<file path="config.mk">
export PLATFORM = sky130hd
export DESIGN_NAME = mux_rr_arbiter
export DESIGN_NICKNAME = d
export VERILOG_FILES = /design/src/rtl/mux_rr_arbiter.sv
export SDC_FILE = /design/constraint.sdc
export NUM_CORES = 1
export LEC_CHECK = 0
export CAP_MARGIN = 20
export CORE_MARGIN = 2
export CORE_UTILIZATION = 46
export CTS_BUF_LIST = sky130_fd_sc_hd__clkbuf_4 sky130_fd_sc_hd__clkbuf_8 sky130_fd_sc_hd__clkbuf_16
export DETAILED_ROUTE_END_ITERATION = 6
export GPL_ROUTABILITY_DRIVEN = 0
export GPL_TIMING_DRIVEN = 0
export PLACE_DENSITY = 0.79
export SETUP_SLACK_MARGIN = 0.02
export SLEW_MARGIN = 0
export SYNTH_ARGS = -nofsm -noshare
export SYNTH_HDL_FRONTEND = slang
export SYNTH_SLANG_ARGS = --single-unit
export TNS_END_PERCENT = 1
</file>
<file path="constraint.sdc">
create_clock -name clk -period 2.8 [get_ports clk]
set_input_delay 0.28 -clock clk [delete_from_list [all_inputs] [get_ports clk]]
set_output_delay 0.28 -clock clk [all_outputs]
set_load 0.05 [all_outputs]
</file>
<file path="src/rtl/mux_rr_arbiter.sv">
// Round-robin owner of a shared 2:1 mux: grants one requester at a time, holds it for up to MAX_HOLD accepted transfers under contention.
// Grant/select are registered (1 cycle from request); y and y_valid are combinational; ready=0 freezes the transfer count and the owner.
module mux_rr_arbiter #(
    parameter int WIDTH    = 8,
    parameter int MAX_HOLD = 4
) (
    input  logic             clk,
    input  logic             rst,
    input  logic             req0,
    input  logic             req1,
    input  logic [WIDTH-1:0] d0,
    input  logic [WIDTH-1:0] d1,
    input  logic             ready,
    output logic             gnt0,
    output logic             gnt1,
    output logic             s,
    output logic [WIDTH-1:0] y,
    output logic             y_valid
);

    typedef enum logic [1:0] {IDLE, G0, G1} state_t;

    localparam logic [7:0] HOLD = 8'(MAX_HOLD);

    state_t     state_q, state_d;
    logic       s_q, s_d;
    logic       last_q, last_d;
    logic [7:0] cnt_q, cnt_d;

    logic       own_req;
    logic       oth_req;
    state_t     oth_state;
    logic       accept;
    logic [7:0] cnt_inc;

    assign gnt0    = (state_q == G0);
    assign gnt1    = (state_q == G1);
    assign s       = s_q;
    assign y_valid = (gnt0 & req0) | (gnt1 & req1);
    assign accept  = y_valid & ready;
    assign cnt_inc = cnt_q + 8'd1;

    // One 2:1 mux cell per bit, all steered by the registered select.
    for (genvar i = 0; i < WIDTH; i++) begin : g_mux
        assign y[i] = (d0[i] & ~s_q) | (d1[i] & s_q);
    end

    always_comb begin
        state_d   = state_q;
        cnt_d     = cnt_q;
        s_d       = s_q;
        last_d    = last_q;
        own_req   = 1'b0;
        oth_req   = 1'b0;
        oth_state = IDLE;

        case (state_q)
            IDLE: begin
                if (req0 && req1) state_d = last_q ? G0 : G1;
                else if (req0)    state_d = G0;
                else if (req1)    state_d = G1;
            end
            G0, G1: begin
                own_req   = (state_q == G0) ? req0 : req1;
                oth_req   = (state_q == G0) ? req1 : req0;
                oth_state = (state_q == G0) ? G1 : G0;
                // Release wins over the hold limit when both happen together.
                if (!own_req) begin
                    state_d = oth_req ? oth_state : IDLE;
                end else if (accept) begin
                    if (cnt_inc == HOLD) begin
                        cnt_d = 8'd0;
                        if (oth_req) state_d = oth_state;
                    end else begin
                        cnt_d = cnt_inc;
                    end
                end
            end
            default: state_d = IDLE;
        endcase

        if (state_d != state_q) begin
            cnt_d = 8'd0;
            if (state_d == G0) begin
                s_d    = 1'b0;
                last_d = 1'b0;
            end else if (state_d == G1) begin
                s_d    = 1'b1;
                last_d = 1'b1;
            end
        end
    end

    always_ff @(posedge clk or posedge rst) begin
        if (rst) begin
            state_q <= IDLE;
            s_q     <= 1'b0;
            last_q  <= 1'b1;
            cnt_q   <= 8'd0;
        end else begin
            state_q <= state_d;
            s_q     <= s_d;
            last_q  <= last_d;
            cnt_q   <= cnt_d;
        end
    end

endmodule

</file>
* After elaboration in Yosys (flattened, before gate mapping)
Cells that the tools add are included.
** Storage, ports and cells
- Flip-flop bits (word level) :: 12
- Bits in latches :: 0
- Memory bits (writable) :: 0
- Bits in read-only memories :: 0
- Input port bits :: 21
- Memories :: 0
** Cells by class
- $add $sub $neg :: 1
- Multiply operators :: 0
- Divide/modulo/power cells :: 0
- $lt $le $gt $ge :: 0
- Equal/unequal tests :: 6
- Shifts and indexed selects :: 0
- Muxes and demuxes :: 20
- Bitwise gates (word level) :: 29
- Reduce and logical (&&, ||, !) cells :: 9
** Operator list (count)
- 8-bit two-way mux :: 5
- 2-bit two-way mux :: 10
- 1-bit bitwise AND :: 19
- 1-bit bitwise OR :: 9
- 8-bit by 1-bit adder with 8-bit output, second input constant :: 1
- 8-bit by 3-bit equality test with 1-bit output, second input constant :: 1
- 2-bit nonzero test :: 4
- 2-bit by 1-bit equality test with 1-bit output, second input constant :: 2
- 2-bit equality test, second input constant :: 2
- 1-bit two-way mux :: 4
- 2-bit one-hot mux with 2 select lines :: 1
- 3-bit AND reduction :: 1
- 2-bit logical NOT :: 1
- 2-bit != test :: 1
- 2-bit AND reduction :: 1
- 2-bit OR reduction :: 1
- 1-bit logical AND :: 1
- 1-bit NOT :: 1

* Longest topological paths before layout
- Depth after elaboration :: 10
- Mapped depth :: 11

* Least setup slack after synthesis
No wires, ideal clock.
- Kind :: flip-flop to flip-flop
- From :: register state_q[1]
- To :: register s_q, in the netlist s
- Setup time :: 0.133 ns
- Data arrival time :: 2.673 ns
- Path slack :: -0.006 ns
- Cell stages (with the launch flop) :: 12
- Path buffers :: 0
- Cells stage by stage :: dfrtp_1 inv_1 ha_1 nand2_1 nand2_1 nand3_2 nand2_1 a21oi_1 ha_1 inv_1 o31ai_2 mux2i_1
** Between the ends
- Longest elaborated chain between the ends :: 10
- Elaborated cells on any way between the ends :: 26
- Those cells by class :: eq/ne (5); mux (13); bitwise (4); reduce/logical (4)
** Ends and longest elaborated chain
- start, declared :: line 25 : state_t state_q, state_d;
- start signal, assigned :: line 101 : state_q <= state_d;
- 2-bit by 1-bit equality test with 1-bit output (*) :: line 36 : assign gnt0 = (state_q == G0);
- named net gnt0 :: line 14 : output logic gnt0,
- 1-bit bitwise AND (*) :: line 39 : assign y_valid = (gnt0 & req0) | (gnt1 & req1);
- 1-bit bitwise OR (*) :: line 39
- named net y_valid :: line 18 : output logic y_valid
- 1-bit bitwise AND (*) :: line 40 : assign accept = y_valid & ready;
- 2-bit two-way mux (*) :: line 70 : end else if (accept) begin
- 2-bit two-way mux (*) :: line 68 : if (!own_req) begin
- 2-bit one-hot mux with 2 select lines (*) :: line 57 : case (state_q)
- named net state_d[0] :: line 25
- 2-bit by 1-bit equality test with 1-bit output or 2-bit equality test (tied branches) :: line 84, 87
- 2-bit nonzero test (no line)
- 2-bit AND reduction (no line)
- end signal, assigned :: line 97 : s_q <= 1'b0;
- end signal, assigned :: line 102 : s_q <= s_d;
- end, declared :: line 26 : logic s_q, s_d;
Mark *: on every way through the listed nets, which the timed path passes. The rest lies on a longest branch.
A chain may end at the register's enable or synchronous reset.

* Final worst setup path
- From :: register state_q[1]
- To :: output y_valid
** Between the ends
- Longest elaborated chain between the ends :: 3
- Elaborated cells on any way between the ends :: 5
- Those cells by class :: eq/ne (2); bitwise (3)
** Ends and longest elaborated chain (line)
- 2-bit by 1-bit equality test with 1-bit output or 2-bit equality test (tied branches) :: 36, 37
- 1-bit bitwise AND :: 39
- 1-bit bitwise OR (*) :: 39
- end, declared :: 18
Every way passes the cells marked *; elsewhere a longest branch is shown, timed or not.

==> results.sh <==
export IMPL_cts_sinks=12
export IMPL_synthesis_nets=145
export IMPL_placed_area_um2=1430
export IMPL_path_class="register to primary output"
export IMPL_finalHoldViolCount=0
export IMPL_dr_pass1_iters=4
export IMPL_grt_antenna_before_repair=0
export IMPL_powerDensity_nw_per_um2=934
export IMPL_final_antenna_net_count=0
export IMPL_num_vias=994
export IMPL_clockRootBuffer="clkbuf_4"
export IMPL_grt_pass1_vias=865
export IMPL_final_core_util=0.662
export IMPL_fmax_ghz=0.381
export IMPL_cts_tree="done"
export IMPL_hold_class="input port to async pin"
export IMPL_synth_seq_cells=12
export IMPL_cts_setup_buffers=0
export IMPL_fin_crit_sh=0.936
export IMPL_rsz0062_at_grt="no"
export IMPL_drv_slew=0
export IMPL_cap_violations=0
export IMPL_area_growth_pct=35.7
export IMPL_final_cells=181
export IMPL_fillCellCount=182
export IMPL_vias_per_cell=5.49
export IMPL_fin_setup_tns_ps=0
export IMPL_num_io_pins=33
export IMPL_grt_usage=0.209
export IMPL_num_antenna_cells=0
export IMPL_die_h_um=52.5
export IMPL_initial_core_util=0.488
export IMPL_htree_levels=1
export IMPL_ys_flop_type="dfrtp_1"
export IMPL_p_leak_nw=0.625
export IMPL_numCtsBuffers=3
export IMPL_drive_gt1_frac=0.248
export IMPL_seq_area_frac_synth=0.279
export IMPL_worst_slew_pin_slew_ps=529
export IMPL_dp_cells=177
export IMPL_postCtsHoldBufs=0
export IMPL_drt_iter0_markers=18
export IMPL_fin_skew_ps=1.80
export IMPL_die_w_um=52.5
export IMPL_end_kind="primary output"
export IMPL_status="finished, final reports clean"
export IMPL_rrSetupSlack_ps=280
export IMPL_clk_latency_ps=270
export IMPL_ys_warn_count=0
export IMPL_core_area_um2=2210
export IMPL_ir_drop_v=0.000651
export IMPL_final_nets=181
export IMPL_timing_hold_ws_ps=318
export IMPL_design_area_um2=1470
export IMPL_synth_edf_count=0
export IMPL_overflow=0
export IMPL_wl_per_cell_um=14.9
export IMPL_syn_inst=118
export IMPL_synth_cell_types=47
export IMPL_cts_reportedPaths_clkPinSlew_ps=80
export IMPL_period_needed_ps=2620
export IMPL_cts_path_max_buffers=2
export IMPL_grt_pass1_wl_um=4190
export IMPL_crit_required_ps=2520
export IMPL_slew_headroom=0.646
export IMPL_grt_max_degree=13
export IMPL_rows=17
export IMPL_setup_viol=0
export IMPL_final_common_cell="clkdlybuf4s50_1"
export IMPL_wirelength_um=2700
export IMPL_die_area_um2=2750
export IMPL_synthArstFlopShare=1.00
export IMPL_arrival_ps=2340
export IMPL_final_cell_mix="clkdlybuf4s50_1, nand2_1, dfrtp_1"
export IMPL_start_kind="register"
export IMPL_critPathMaxFanout=8
export IMPL_drc=0
export IMPL_dp_hpwl_um=2230
export IMPL_syn_area_per_cell_um2=9.15
export IMPL_portBuffers=31
export IMPL_synth_area_um2=1080
==> metrics by stage <==
step / power (mW) / setup WS, ps
3_3_place_gp: 1.20 / 256
5_1_grt: 1.47 / 47.2
3_5_place_dp: 1.23 / 200
2_1_floorplan: 0.985 / 160
4_1_cts: 1.37 / 189
6_report: 1.37 / 178
==> flip-flops by register name, summed over array words and instances (netlist names) <==
| name | flops |
|---|---|
| s | 1 |
| last_q | 1 |
| state_q | 2 |
| cnt_q | 8 |
==> where the power goes <==
part	internal, mW	switching [mW]
logic	0.390	0.585
clock network	0.0790	0.0610
registers	0.209	0.0450
total	0.678	0.691
==> area by class of cell <==
| type | instances | area (um2) | area share |
|---|---|---|---|
| multi-input cells | 93 | 723 | 0.494 |
| well taps | 28 | 35.0 | 0.0239 |
| flip-flops and latches | 12 | 303 | 0.207 |
| repair buffers | 31 | 310 | 0.212 |
| clock buffers | 4 | 36.3 | 0.0248 |
| plain buffers | 3 | 20.0 | 0.0137 |
| inverters | 10 | 37.5 | 0.0256 |
==> per-layer routing <==
layer	wire, um	GRT usage
met1	1270	0.289
met2	1340	0.331
met3	76	0.0429
met4	14	0.0513
met5	0	0
==> final timing paths <==
| check | start | endpoint | cells after the start |
|---|---|---|---|
| max in group asynchronous | rst | state_q[0] | 2 |
| worst max-delay path | state_q[1] | y_valid | 5 |
| worst max register to register | state_q[1] | s | 11 |
| worst min register to register | last_q | last_q | 2 |
| min in group clk | last_q | last_q | 2 |
| worst min-delay path | rst | s | 2 |
==> kinds of logic after synthesis <==
logic type               synth area share
multiplexers                        0.102
XOR/XNOR                           0.0487
AO/OA/AOI/OAI                       0.207
AND/OR/NAND/NOR                     0.240
buffers and inverters              0.0533
flip-flops                          0.279
adder cells (fa/ha/maj)            0.0695
==> cells in the mapped netlist (2+ instances only) <==
cell type  instances  area, um2
a211oi_2           3       37.5
a21oi_1            6       30.0
dfrtp_1           11        275
ha_1               6       75.1
inv_1              9       33.8
mux2_2             8       90.1
mux2i_1            2       20.0
nand2_1           11       41.3
nand3_1            4       20.0
nand3b_1           2       15.0
nor2_1             6       22.5
nor2_2             7       43.8
nor3_1             2       10.0
o21ai_0            3       15.0
o31ai_2            2       25.0
xnor2_1            4       35.0
xor2_1             2       17.5
==> critical path: stages (launching register included) <==
cell             delay, ps
dfrtp_1                480
inv_1                  180
ha_2                   280
nand2_1                150
nand2_1                160
clkdlybuf4s50_1        820
==> what timing repair did <==
action	CTS	global route
resized for setup	0	1
endpoints found under the setup margin	0	1
endpoints found under the hold margin	0	0
(Power assumes the default switching activity.)
